**src/rtl/spi_wb_sched.sv**
```systemverilog
// Round-robin scheduler that shares one simple_spi Wishbone slave between NUM_REQ requesters,
// sequencing the register accesses for a single polled byte transfer per grant.
module spi_wb_sched #(
  parameter int unsigned NUM_REQ  = 4,
  parameter int unsigned SS_WIDTH = 8,
  parameter int unsigned TIMEOUT  = 4096
) (
  input  logic                         clk_i,
  input  logic                         rst_i,
  input  logic [NUM_REQ-1:0]           req_i,
  input  logic [2*NUM_REQ-1:0]         req_mode_i,
  input  logic [4*NUM_REQ-1:0]         req_div_i,
  input  logic [SS_WIDTH*NUM_REQ-1:0]  req_ss_i,
  input  logic [8*NUM_REQ-1:0]         req_tx_i,
  output logic [NUM_REQ-1:0]           gnt_o,
  output logic [NUM_REQ-1:0]           done_o,
  output logic                         err_o,
  output logic [7:0]                   rx_data_o,
  output logic                         busy_o,
  output logic                         cyc_o,
  output logic                         stb_o,
  output logic                         we_o,
  output logic [2:0]                   adr_o,
  output logic [7:0]                   dat_o,
  input  logic [7:0]                   dat_i,
  input  logic                         ack_i
);

  localparam int unsigned PW = (NUM_REQ > 1) ? $clog2(NUM_REQ) : 1;

  typedef enum logic [3:0] {
    StIdle, StDis, StCfg, StExt, StSsOn, StTx, StPoll, StSsOff, StClr, StRx, StDone
  } state_e;

  state_e              state_q, state_d;
  logic                gap_q, gap_d;
  logic [PW-1:0]       ptr_q, ptr_d;
  logic [NUM_REQ-1:0]  gnt_q, gnt_d;
  logic [1:0]          mode_q, mode_d;
  logic [3:0]          div_q, div_d;
  logic [SS_WIDTH-1:0] ss_q, ss_d;
  logic [7:0]          tx_q, tx_d;
  logic [7:0]          rd_q, rd_d;
  logic [15:0]         cnt_q, cnt_d;
  logic                abort_q, abort_d;
  logic [7:0]          rx_q, rx_d;

  logic                found;
  logic [PW-1:0]       win;
  logic [7:0]          ss8;

  if (SS_WIDTH >= 8) begin : g_ss_trunc
    assign ss8 = ss_q[7:0];
  end else begin : g_ss_ext
    assign ss8 = {{(8 - SS_WIDTH){1'b0}}, ss_q};
  end

  // First requester at or after the pointer, then wrap to the lower indices.
  always_comb begin
    found = 1'b0;
    win   = '0;
    for (int i = 0; i < int'(NUM_REQ); i++) begin
      if (!found && req_i[i] && (PW'(i) >= ptr_q)) begin
        found = 1'b1;
        win   = PW'(i);
      end
    end
    for (int i = 0; i < int'(NUM_REQ); i++) begin
      if (!found && req_i[i]) begin
        found = 1'b1;
        win   = PW'(i);
      end
    end
  end

  always_comb begin
    state_d = state_q;
    gap_d   = gap_q;
    ptr_d   = ptr_q;
    gnt_d   = gnt_q;
    mode_d  = mode_q;
    div_d   = div_q;
    ss_d    = ss_q;
    tx_d    = tx_q;
    rd_d    = rd_q;
    cnt_d   = cnt_q;
    abort_d = abort_q;
    rx_d    = rx_q;
    case (state_q)
      StIdle: begin
        if (found) begin
          state_d = StDis;
          gap_d   = 1'b0;
          ptr_d   = (win == PW'(NUM_REQ - 1)) ? '0 : win + PW'(1);
          gnt_d   = '0;
          for (int i = 0; i < int'(NUM_REQ); i++) begin
            if (win == PW'(i)) begin
              gnt_d[i] = 1'b1;
              mode_d   = req_mode_i[2*i +: 2];
              div_d    = req_div_i[4*i +: 4];
              ss_d     = req_ss_i[SS_WIDTH*i +: SS_WIDTH];
              tx_d     = req_tx_i[8*i +: 8];
            end
          end
        end
      end
      StDone: begin
        state_d = StIdle;
        gnt_d   = '0;
        cnt_d   = '0;
        abort_d = 1'b0;
      end
      default: begin
        if (!gap_q) begin
          if (ack_i) begin
            gap_d = 1'b1;
            rd_d  = dat_i;
            if (state_q == StPoll && !dat_i[7]) begin
              if (cnt_q < 16'(TIMEOUT)) cnt_d = cnt_q + 16'd1;
              if (cnt_q + 16'd1 >= 16'(TIMEOUT)) abort_d = 1'b1;
            end
          end
        end else begin
          gap_d = 1'b0;
          case (state_q)
            StDis:   state_d = StCfg;
            StCfg:   state_d = StExt;
            StExt:   state_d = StSsOn;
            StSsOn:  state_d = StTx;
            StTx:    state_d = StPoll;
            StPoll:  state_d = (rd_q[7] || abort_q) ? StSsOff : StPoll;
            StSsOff: state_d = StClr;
            StClr:   state_d = StRx;
            StRx: begin
              state_d = StDone;
              rx_d    = abort_q ? 8'h00 : rd_q;
            end
            default: state_d = StIdle;
          endcase
        end
      end
    endcase
  end

  always_comb begin
    we_o  = 1'b0;
    adr_o = 3'd0;
    dat_o = 8'h00;
    case (state_q)
      StDis:   begin we_o = 1'b1; adr_o = 3'd0; dat_o = 8'h00; end
      StCfg:   begin we_o = 1'b1; adr_o = 3'd0; dat_o = {4'b0101, mode_q, div_q[1:0]}; end
      StExt:   begin we_o = 1'b1; adr_o = 3'd3; dat_o = {6'b0, div_q[3:2]}; end
      StSsOn:  begin we_o = 1'b1; adr_o = 3'd4; dat_o = ss8; end
      StTx:    begin we_o = 1'b1; adr_o = 3'd2; dat_o = tx_q; end
      StPoll:  begin we_o = 1'b0; adr_o = 3'd1; end
      StSsOff: begin we_o = 1'b1; adr_o = 3'd4; dat_o = 8'h00; end
      StClr:   begin we_o = 1'b1; adr_o = 3'd1; dat_o = 8'hC0; end
      StRx:    begin we_o = 1'b0; adr_o = 3'd2; end
      default: ;
    endcase
  end

  assign cyc_o     = (state_q != StIdle) && (state_q != StDone) && !gap_q;
  assign stb_o     = cyc_o;
  assign gnt_o     = gnt_q;
  assign done_o    = (state_q == StDone) ? gnt_q : '0;
  assign err_o     = (state_q == StDone) && abort_q;
  assign busy_o    = (state_q != StIdle);
  assign rx_data_o = rx_q;

  always_ff @(posedge clk_i or posedge rst_i) begin
    if (rst_i) begin
      state_q <= StIdle;
      gap_q   <= 1'b0;
      ptr_q   <= '0;
      gnt_q   <= '0;
      mode_q  <= '0;
      div_q   <= '0;
      ss_q    <= '0;
      tx_q    <= '0;
      rd_q    <= '0;
      cnt_q   <= '0;
      abort_q <= 1'b0;
      rx_q    <= '0;
    end else begin
      state_q <= state_d;
      gap_q   <= gap_d;
      ptr_q   <= ptr_d;
      gnt_q   <= gnt_d;
      mode_q  <= mode_d;
      div_q   <= div_d;
      ss_q    <= ss_d;
      tx_q    <= tx_d;
      rd_q    <= rd_d;
      cnt_q   <= cnt_d;
      abort_q <= abort_d;
      rx_q    <= rx_d;
    end
  end

endmodule
```
**config.mk**
```make
export PLATFORM = sky130hd
export DESIGN_NAME = spi_wb_sched
export DESIGN_NICKNAME = d
export VERILOG_FILES = /design/src/rtl/spi_wb_sched.sv
export SDC_FILE = /design/constraint.sdc
export NUM_CORES = 1
export LEC_CHECK = 0
export BUFFER_PORTS_ARGS = -buffer_cell sky130_fd_sc_hd__buf_2
export CAP_MARGIN = 10
export CORE_UTILIZATION = 31
export CTS_BUF_LIST = sky130_fd_sc_hd__clkbuf_4 sky130_fd_sc_hd__clkbuf_8
export DETAILED_ROUTE_END_ITERATION = 10
export SLEW_MARGIN = 20
export SYNTH_ARGS = -nofsm -noshare
export SYNTH_HDL_FRONTEND = slang
export SYNTH_SLANG_ARGS = --single-unit
```
**constraint.sdc**
```tcl
create_clock -name clk_i -period 5.8 [get_ports clk_i]
set_clock_uncertainty 0.15 [all_clocks]
set_input_delay 0.29 -clock clk_i [delete_from_list [all_inputs] [get_ports clk_i]]
set_output_delay 0.29 -clock clk_i [all_outputs]
set_load 0.01 [all_outputs]
```
Yosys cells after proc, flatten, opt, wreduce, memory -nomap -nowiden
Cells that the tools add are included.
Storage, ports and cells
  register bits after elaboration: 66
  bits of input ports: 103
  logic and storage cells: 151
Operators by class
  $add $sub $neg: 2
  $lt $le $gt $ge: 6
  eq/ne operators: 16
  multiplexer cells: 62
  bitwise gates (word level): 4
  reduce and logical (&&, ||, !) cells: 49
Operator list (count)
  two-way mux 8 bit: 9
  two-way mux 16 bit: 4
  one-hot mux 8 bit (5 select lines): 1
  one-hot mux 4 bit (9 select lines): 1
  two-way mux 4 bit: 8
  one-hot mux 16 bit (2 select lines): 1
  two-way mux 1 bit: 22
  two-way mux 2 bit: 11
  adder 16 x 1 -> 16 bit, second input constant: 1
  equality test 4 x 3 -> 1 bit, second input constant: 4
  greater-or-equal comparator 16 x 13 -> 1 bit, second input constant: 1
  < comparator 16 x 13 -> 1 bit, second input constant: 1
  one-hot mux 4 bit (2 select lines): 2
  logical AND 1 bit: 15
  equality test 4 bit, second input constant: 3
  one-hot mux 3 bit (4 select lines): 1
  AND reduction 5 bit: 2
  nonzero test 2 bit: 5
  zero test 1 bit: 9
  AND reduction 3 bit: 3
  equality test 4 x 2 -> 1 bit, second input constant: 2
  AND reduction 2 bit: 4
  nonzero test 4 bit: 2
  OR reduction 2 bit: 4
  other kinds (16): 23

Longest topological paths before layout
Gate-level depths: netlist (run 1).
  word-level depth: 32
  depth in mapped cells: 11
  gate-level depth less buffers: 9

Worst setup path after synthesis (run 1)
No wires, ideal clock.
  path type: reg-to-reg
  from: register ptr_q[0]
  to: register ss_q[0] (netlist: ss8[0])
  arrival time: 2.021 ns
  required time: 5.513 ns
  setup slack: 3.492 ns
  cell stages (with the launch flop): 10
  clock period less this slack: 2.308 ns
  path through: dfrtp_1 > nand2b_1 > a21oi_1 > a211o_1 > inv_1 > ha_1 > clkbuf_1 > buf_1 > mux2i_1 > a21oi_1
On the way
  word-level cells in the longest chain between the ends: 31
RTL lines
  from (decl): RTL line 37  | logic [PW-1:0] ptr_q, ptr_d;
  from (signal assigned): RTL line 188  | ptr_q <= ptr_d;
  greater-or-equal comparator 1 x 2 -> 1 bit: RTL line 63  | if (!found && req_i[i] && (PW'(i) >= ptr_q)) begin
  logical AND 1 bit: RTL line 63
  two-way mux 1 bit: RTL line 63
  zero test 1 bit: RTL line 63
  logical AND 1 bit (2 in series): RTL line 63
  two-way mux 1 bit: RTL line 63
  zero test 1 bit: RTL line 63
  logical AND 1 bit (2 in series): RTL line 63
  [... 11 more ...]
  zero test 1 bit: RTL line 69  | if (!found && req_i[i]) begin
  logical AND 1 bit: RTL line 69
  two-way mux 1 bit: RTL line 69
  zero test 1 bit: RTL line 69
  logical AND 1 bit: RTL line 69
  two-way mux 2 bit: RTL line 69
  equality test 2 x 1 -> 1 bit: RTL line 97  | if (win == PW'(i)) begin
  two-way mux 8 bit (3 in series): RTL line 97
  to (signal assigned): RTL line 192  | ss_q <= ss_d;
  to (decl): RTL line 41  | logic [SS_WIDTH-1:0] ss_q, ss_d;
Several ways; a longest one is shown, not always the timed one.
A chain may end at the register's enable or synchronous reset.

Final worst setup path (run 1)
  from: register state_q[0]
  to: output port dat_o[0]
On the way
  word-level cells in the longest chain between the ends: 2
RTL lines
  from (decl): RTL line 35  | state_e state_q, state_d;
  from (signal assigned): RTL line 173  | state_q <= StIdle;
  from (signal assigned): RTL line 186  | state_q <= state_d;
  equality test 4 bit, or another cell as far along: RTL line 149  | case (state_q)
  one-hot mux 8 bit (5 select lines) *: RTL line 149
  to (decl): RTL line 24  | output logic [7:0] dat_o,
Mark *: on every way between the ends. The rest lies on a longest branch, timed or not.

==> flow_summary.ini, run 1 <==
[yosys]
syn_nets = 571
seq_area_frac_synth_pct = 40.3
ys_seq_elements = 66
synth.avg_cell_area_um2 = 8.84
syn_inst = 463
synth-edff-count = 0
netlist_area_um2 = 4100
ys.flop_type = dfrtp_1
async_flop_share_pct = 100
yosysWarnings = 0
ys_types = 60

[power]
p_sw_share_pct = 40.7
combinationalPowerShare_pct = 44.5
pwr_density_cell_nw_per_um2 = 427
p_seq_share_pct = 37.7
cellLeakagePower_uw = 0.00233
p_switching_uw = 881
p_int_uw = 1280
clock_power_share_pct = 17.8
vdd_ir_drop_max_v = 0.000214

[final_layout]
syn_to_final_growth_pct = 23.6
most-common-layout-cells = buf_2 (134), dfrtp_1 (66), nand2_1 (64), mux2i_1 (48), o21ai_0 (44)
fillers = 1306
final_layout_size_suffix_gt1_share_pct = 31.1
stdcell_count = 754
nets = 685
antenna_cells = 0
layout_commonest_cell = buf_2

[sta]
rsz0062_at_grt = no
fin_crit_sh_pct = 48.6
period_needed_ns = 2.82
layout_setup_ws_ns = 2.98
hold_viol_final = 0
slew_headroom_pct = 40.1
setup_violations = 0
tightest_slew_ns = 0.898
drv_slew = 0
max_freq_ghz = 0.355
fin_tns_setup_ns = 0

[global_routing]
gr-total-overflow = 0
grt_start_max_net_pins = 67
grt_usage_pct = 15.5
grt_pass1_vias = 3463
grt_pass1_wl_mm = 16.4
antenna_found_initial = 0

[clock_network]
cts.path.max_buffers = 2
cts.sinks = 66
ctsHoldBuffers = 0
clk_latency_ns = 0.34
cts_tree = done
cts_buffers = 9
cts-resized-gates = 0
htree_levels = 3
post_cts_buffers = 0
clk_pin_slew_ns = 0.07
cts-root-buf = clkbuf_8

[floorplan]
die_height_um = 117
die-area_um2 = 13700
dieWidth_um = 117
core_area_um2 = 12800
start_util_pct = 32.1
num_rows = 41
io_pins = 135

[drt]
vias = 3647
drt_iter0_drc = 221
first_pass_iters = 4
wl_per_cell_um = 13.5
drcViolationCount = 0
wl_mm = 10.2
viasPerCell = 4.84
postRouteAntennaNets = 0

[worst_setup_path]
worstPathRequired_ns = 5.36
cp-end-kind = output port
critPathSlowestCell = dfrtp_1
cp_cell_sequence = nor3b_1 > a22oi_1 > o21ai_0 > buf_2
crit_arrival_ns = 2.38
start_kind = register
slowest_delay_ns = 0.88
path_class = reg2out
path_max_fanout = 27

[placement]
io_buffers = 134
routabilityCongestion = 0.784
dp_slack_ns = 3.12
dpl.hpwl_mm = 7.57
dp.cells = 738

[job]
cap_viol_max_count = 0

[hold_path]
hp-class = in2reg

[outcome]
outcome = complete, no violations
-- stage by stage --
step                total power (uW)  util (%)  instance area [um^2]  hold slack (ns)
finish                          2160      39.6                  5060           0.0315
global placement                1770      38.1                  4870            0.305
global route                    2360      39.6                  5060          0.00936
floorplan                       1510         -                  4100            0.292
CTS                             2200      39.6                  5060           0.0130
detailed placement              1800      38.1                  4870            0.327
-- sequential cells by signal (all words and copies together) (netlist names), 4 cells and up --
signal and cells:
cnt_q 16, rd_q 8, rx_data_o 8, ss8 8, tx_q 8, div_q 4
gnt_o 4, state_q 4
-- logic make-up after synthesis --
logic type | Yosys count | synth area share (%)
AOI/OAI and AO/OA | 108 | 15.4
DFF | 66 | 40.3
buffers and inverters | 44 | 4.46
muxes | 58 | 14.6
and+or+nand+nor | 176 | 22.4
xor gates and xnor gates | 6 | 1.28
adders and majority gates | 5 | 1.53
-- worst max-delay path, delay by kind of cell, from the launching register on --
kind            cells  cell delay (ns)
buf+inv             1             0.17
compound gates      2             0.34
flops               1             0.88
simple gates        1             0.65
-- power by group through the flow --
stage	sequential [uW]	clock [uW]	combinational, uW
floorplan	715	0	795
global placement	815	0	959
detailed placement	825	0	979
CTS	816	400	984
global route	846	423	1090
finish	816	385	963
-- final timing paths --
| check | cells past startpoint | slack [ns] | startpoint | end |
|---|---|---|---|---|
| min in group asynchronous | 3 | 0.05 | rst_i | ptr_q[0] |
| setup / recovery | 4 | 2.98 | state_q[0] | dat_o[0] |
| max in group asynchronous | 3 | 4.91 | rst_i | tx_q[6] |
| setup reg to reg | 4 | 3.09 | state_q[3] | cnt_q[6] |
| hold reg to reg | 2 | 0.33 | rx_data_o[0] | rx_data_o[0] |
| hold / removal | 2 | 0.03 | dat_i[0] | rd_q[0] |
-- per-layer routing --
| metal | global-route usage, % | routed length [um] |
|---|---|---|
| met1 | 18.2 | 4390 |
| met2 | 28.5 | 5240 |
| met3 | 3.24 | 435 |
| met4 | 4.22 | 92 |
| met5 | 0 | 0 |
-- cell usage after synthesis, types with 2 or more instances --
cell | number | area (um^2)
nor3b_1 | 4 | 30.0
a21boi_0 | 2 | 15.0
or4_4 | 2 | 22.5
clkbuf_1 | 19 | 71.3
or4_1 | 2 | 15.0
mux2_2 | 9 | 101
a21oi_1 | 33 | 165
nand4_2 | 2 | 25.0
a221o_1 | 2 | 20.0
nor4_1 | 2 | 12.5
nand3_1 | 5 | 25.0
mux2i_1 | 48 | 480
xnor2_1 | 5 | 43.8
ha_1 | 5 | 62.6
o21ai_0 | 44 | 220
a31oi_1 | 2 | 12.5
buf_2 | 11 | 55.1
nand2_1 | 64 | 240
dfrtp_1 | 66 | 1650
a21o_1 | 3 | 22.5
nor3_1 | 6 | 30.0
nor2b_1 | 3 | 18.8
a22oi_1 | 3 | 22.5
nor4_2 | 3 | 37.5
nand2b_1 | 16 | 100
buf_1 | 5 | 18.8
o22ai_1 | 4 | 25.0
o31ai_1 | 3 | 22.5
and2_1 | 10 | 62.6
inv_1 | 8 | 30.0
nand4bb_1 | 2 | 22.5
nor2_1 | 38 | 143
nand4_1 | 5 | 31.3
-- area by class of cell --
class	count	area, um^2	area share [%]
multi-input cells	353	2260	44.7
flip-flops and latches	66	1650	32.6
repair buffers	139	708	14.0
well taps	172	215	4.25
clock buffers	11	139	2.74
clock inverters	5	55.1	1.09
inverters	8	30.0	0.593
Power figures use the tool's default switching activity.
==> run 2: changes to the inputs <==
==> constraint.sdc (replaced) <==
create_clock -name clk_i -period 2.4 [get_ports clk_i]
set_clock_uncertainty 0.15 [all_clocks]
set_input_delay 0.12 -clock clk_i [delete_from_list [all_inputs] [get_ports clk_i]]
set_output_delay 0.12 -clock clk_i [all_outputs]
set_load 0.01 [all_outputs]
==> run 2 against run 1 <==
Effect of this change: the run now ends with hold timing left; sequential share of layout area is 3.3 points lower; sequential power increased by 130%; cell count grew 7.0%; final area up 11%; wire length increased by 7.1%; register-to-register slack got worse by 2.9 ns; sequential cell count is the same; clock power grew to 2.5 times the previous value; critical path depth grew 3; critical endpoint unchanged.
==> flow_summary.ini, run 2 (synthesis results as in run 1) <==
[worst_setup_path]
path_max_fanout = 11
cp-end-kind = output port
start_kind = register
worstPathRequired_ns = 2.13
crit_arrival_ns = 1.97
path_class = reg2out

[floorplan]
die-area_um2 = 13700
dieWidth_um = 117
num_rows = 41
start_util_pct = 32.1
core_area_um2 = 12800
io_pins = 135
die_height_um = 117

[sta]
drv_slew = 0
hold_viol_final = 1
max_freq_ghz = 0.446
whs_ns = -0.00464
setup_violations = 0
period_needed_ns = 2.24
layout_setup_ws_ns = 0.157
fin_crit_sh_pct = 93.5
tightest_slew_ns = 0.632
slew_headroom_pct = 57.8

[final_layout]
syn_to_final_growth_pct = 37.4
top_register = cnt_q
layout_commonest_cell = buf_2
fillers = 1243
utilization_pct = 44.0
largest_register_ffs = 16
antenna_cells = 0
final_layout_size_suffix_gt1_share_pct = 33.2
nets = 738
most-common-layout-cells = buf_2 (134), dfrtp_1 (65), nand2_1 (64), mux2i_1 (47), o21ai_0 (44)

[outcome]
outcome = complete, but fails checks
violations = hold timing

[placement]
dp_slack_ns = 0.0817
io_buffers = 134
routabilityCongestion = 0.808
dpl.hpwl_mm = 7.82

[clock_network]
clk_pin_slew_ns = 0.08
htree_levels = 3
cts.sinks = 66
cts.path.max_buffers = 2
cts_tree = done
cts_buffers = 9
clk_latency_ns = 0.35
cts-root-buf = clkbuf_8

[drt]
postRouteAntennaNets = 0
wl_mm = 10.9
first_pass_iters = 5
viasPerCell = 4.78
wl_per_cell_um = 13.5
vias = 3859
drt_iter0_drc = 155
drcViolationCount = 0

[power]
cellLeakagePower_uw = 0.00260
vdd_ir_drop_max_v = 0.000453
total_power_uw = 5620
pwr_density_cell_nw_per_um2 = 1000

[global_routing]
grt_start_max_net_pins = 40
gr-total-overflow = 0
antenna_found_initial = 0
grt_usage_pct = 16.4
grt_pass1_vias = 3790
grt_pass1_wl_mm = 17.5

[job]
cap_viol_max_count = 0

[hold_path]
hp-class = in2reg
run 2: cell types whose count changed in the layout (fill, tap and decap cells not counted), sizes merged:
cell	change
clkinvlp	-1
inv	+1
clkbuf	-1
clkinv	+2
dlygate4sd3	+29
buf	+23
run 2: area by class of cell:
cell class	instances	area [um^2]	share of cell area, %
clock inverter	7	77.6	1.38
tap	172	215	3.82
clock buffer	9	124	2.20
inverter	8	30.0	0.534
timing repair buffer	192	1250	22.1
sequential	66	1650	29.4
multi-input combinational	353	2280	40.5
run 2: final timing paths:
path	start	to	slack, ns	depth (start not counted)
max reg2reg	ptr_q[1]	ss8[4]	0.17	11
min reg2reg	rx_data_o[2]	rx_data_o[2]	0.33	2
max	state_q[1]	dat_o[0]	0.16	7
min	req_ss_i[30]	ss8[6]	-0.005	3
min in group asynchronous	rst_i	gnt_o[2]	0.24	3
max in group asynchronous	rst_i	state_q[1]	1.21	4
run 2: per-layer routing:
metal / GRT usage [%] / wire length, um
met1: 18.7 / 4580
met2: 30.6 / 5710
met3: 4.07 / 486
met4: 3.88 / 100
met5: 0 / 0
run 2: metrics by stage:
stage,instance area (um^2),cells,TNS (ns),hold slack (ns)
2_1_floorplan,4100,463,0,0.122
3_3_place_gp,5050,756,0,0.0951
3_5_place_dp,5050,756,0,0.0921
4_1_cts,5540,801,0,0.00184
5_1_grt,5630,807,-0.0135,0.0201
6_report,5630,807,0,-0.00464
run 2: worst max-delay path, cell delays in order, from the launching register on:
cell      delay, ns
dfrtp_2        0.48
buf_4          0.20
nand2b_1       0.18
nor3b_1        0.21
buf_4          0.17
a22oi_1        0.10
o21ai_0        0.12
buf_2          0.18
run 2: repair_timing:
| action | CTS | global route |
|---|---|---|
| endpoints found under the hold margin | 55 | 0 |
| buffers inserted | 0 | 5 |
| gates resized for setup | 0 | 7 |
| endpoints found under the setup margin | 0 | 21 |
| hold buffers | 29 | 0 |
run 2: power by group:
| part | switching, uW | internal [uW] | leakage, uW |
|---|---|---|---|
| clock | 478 | 487 | 0.0000998 |
| sequential | 330 | 1510 | 0.000795 |
| combinational | 1450 | 1370 | 0.00170 |
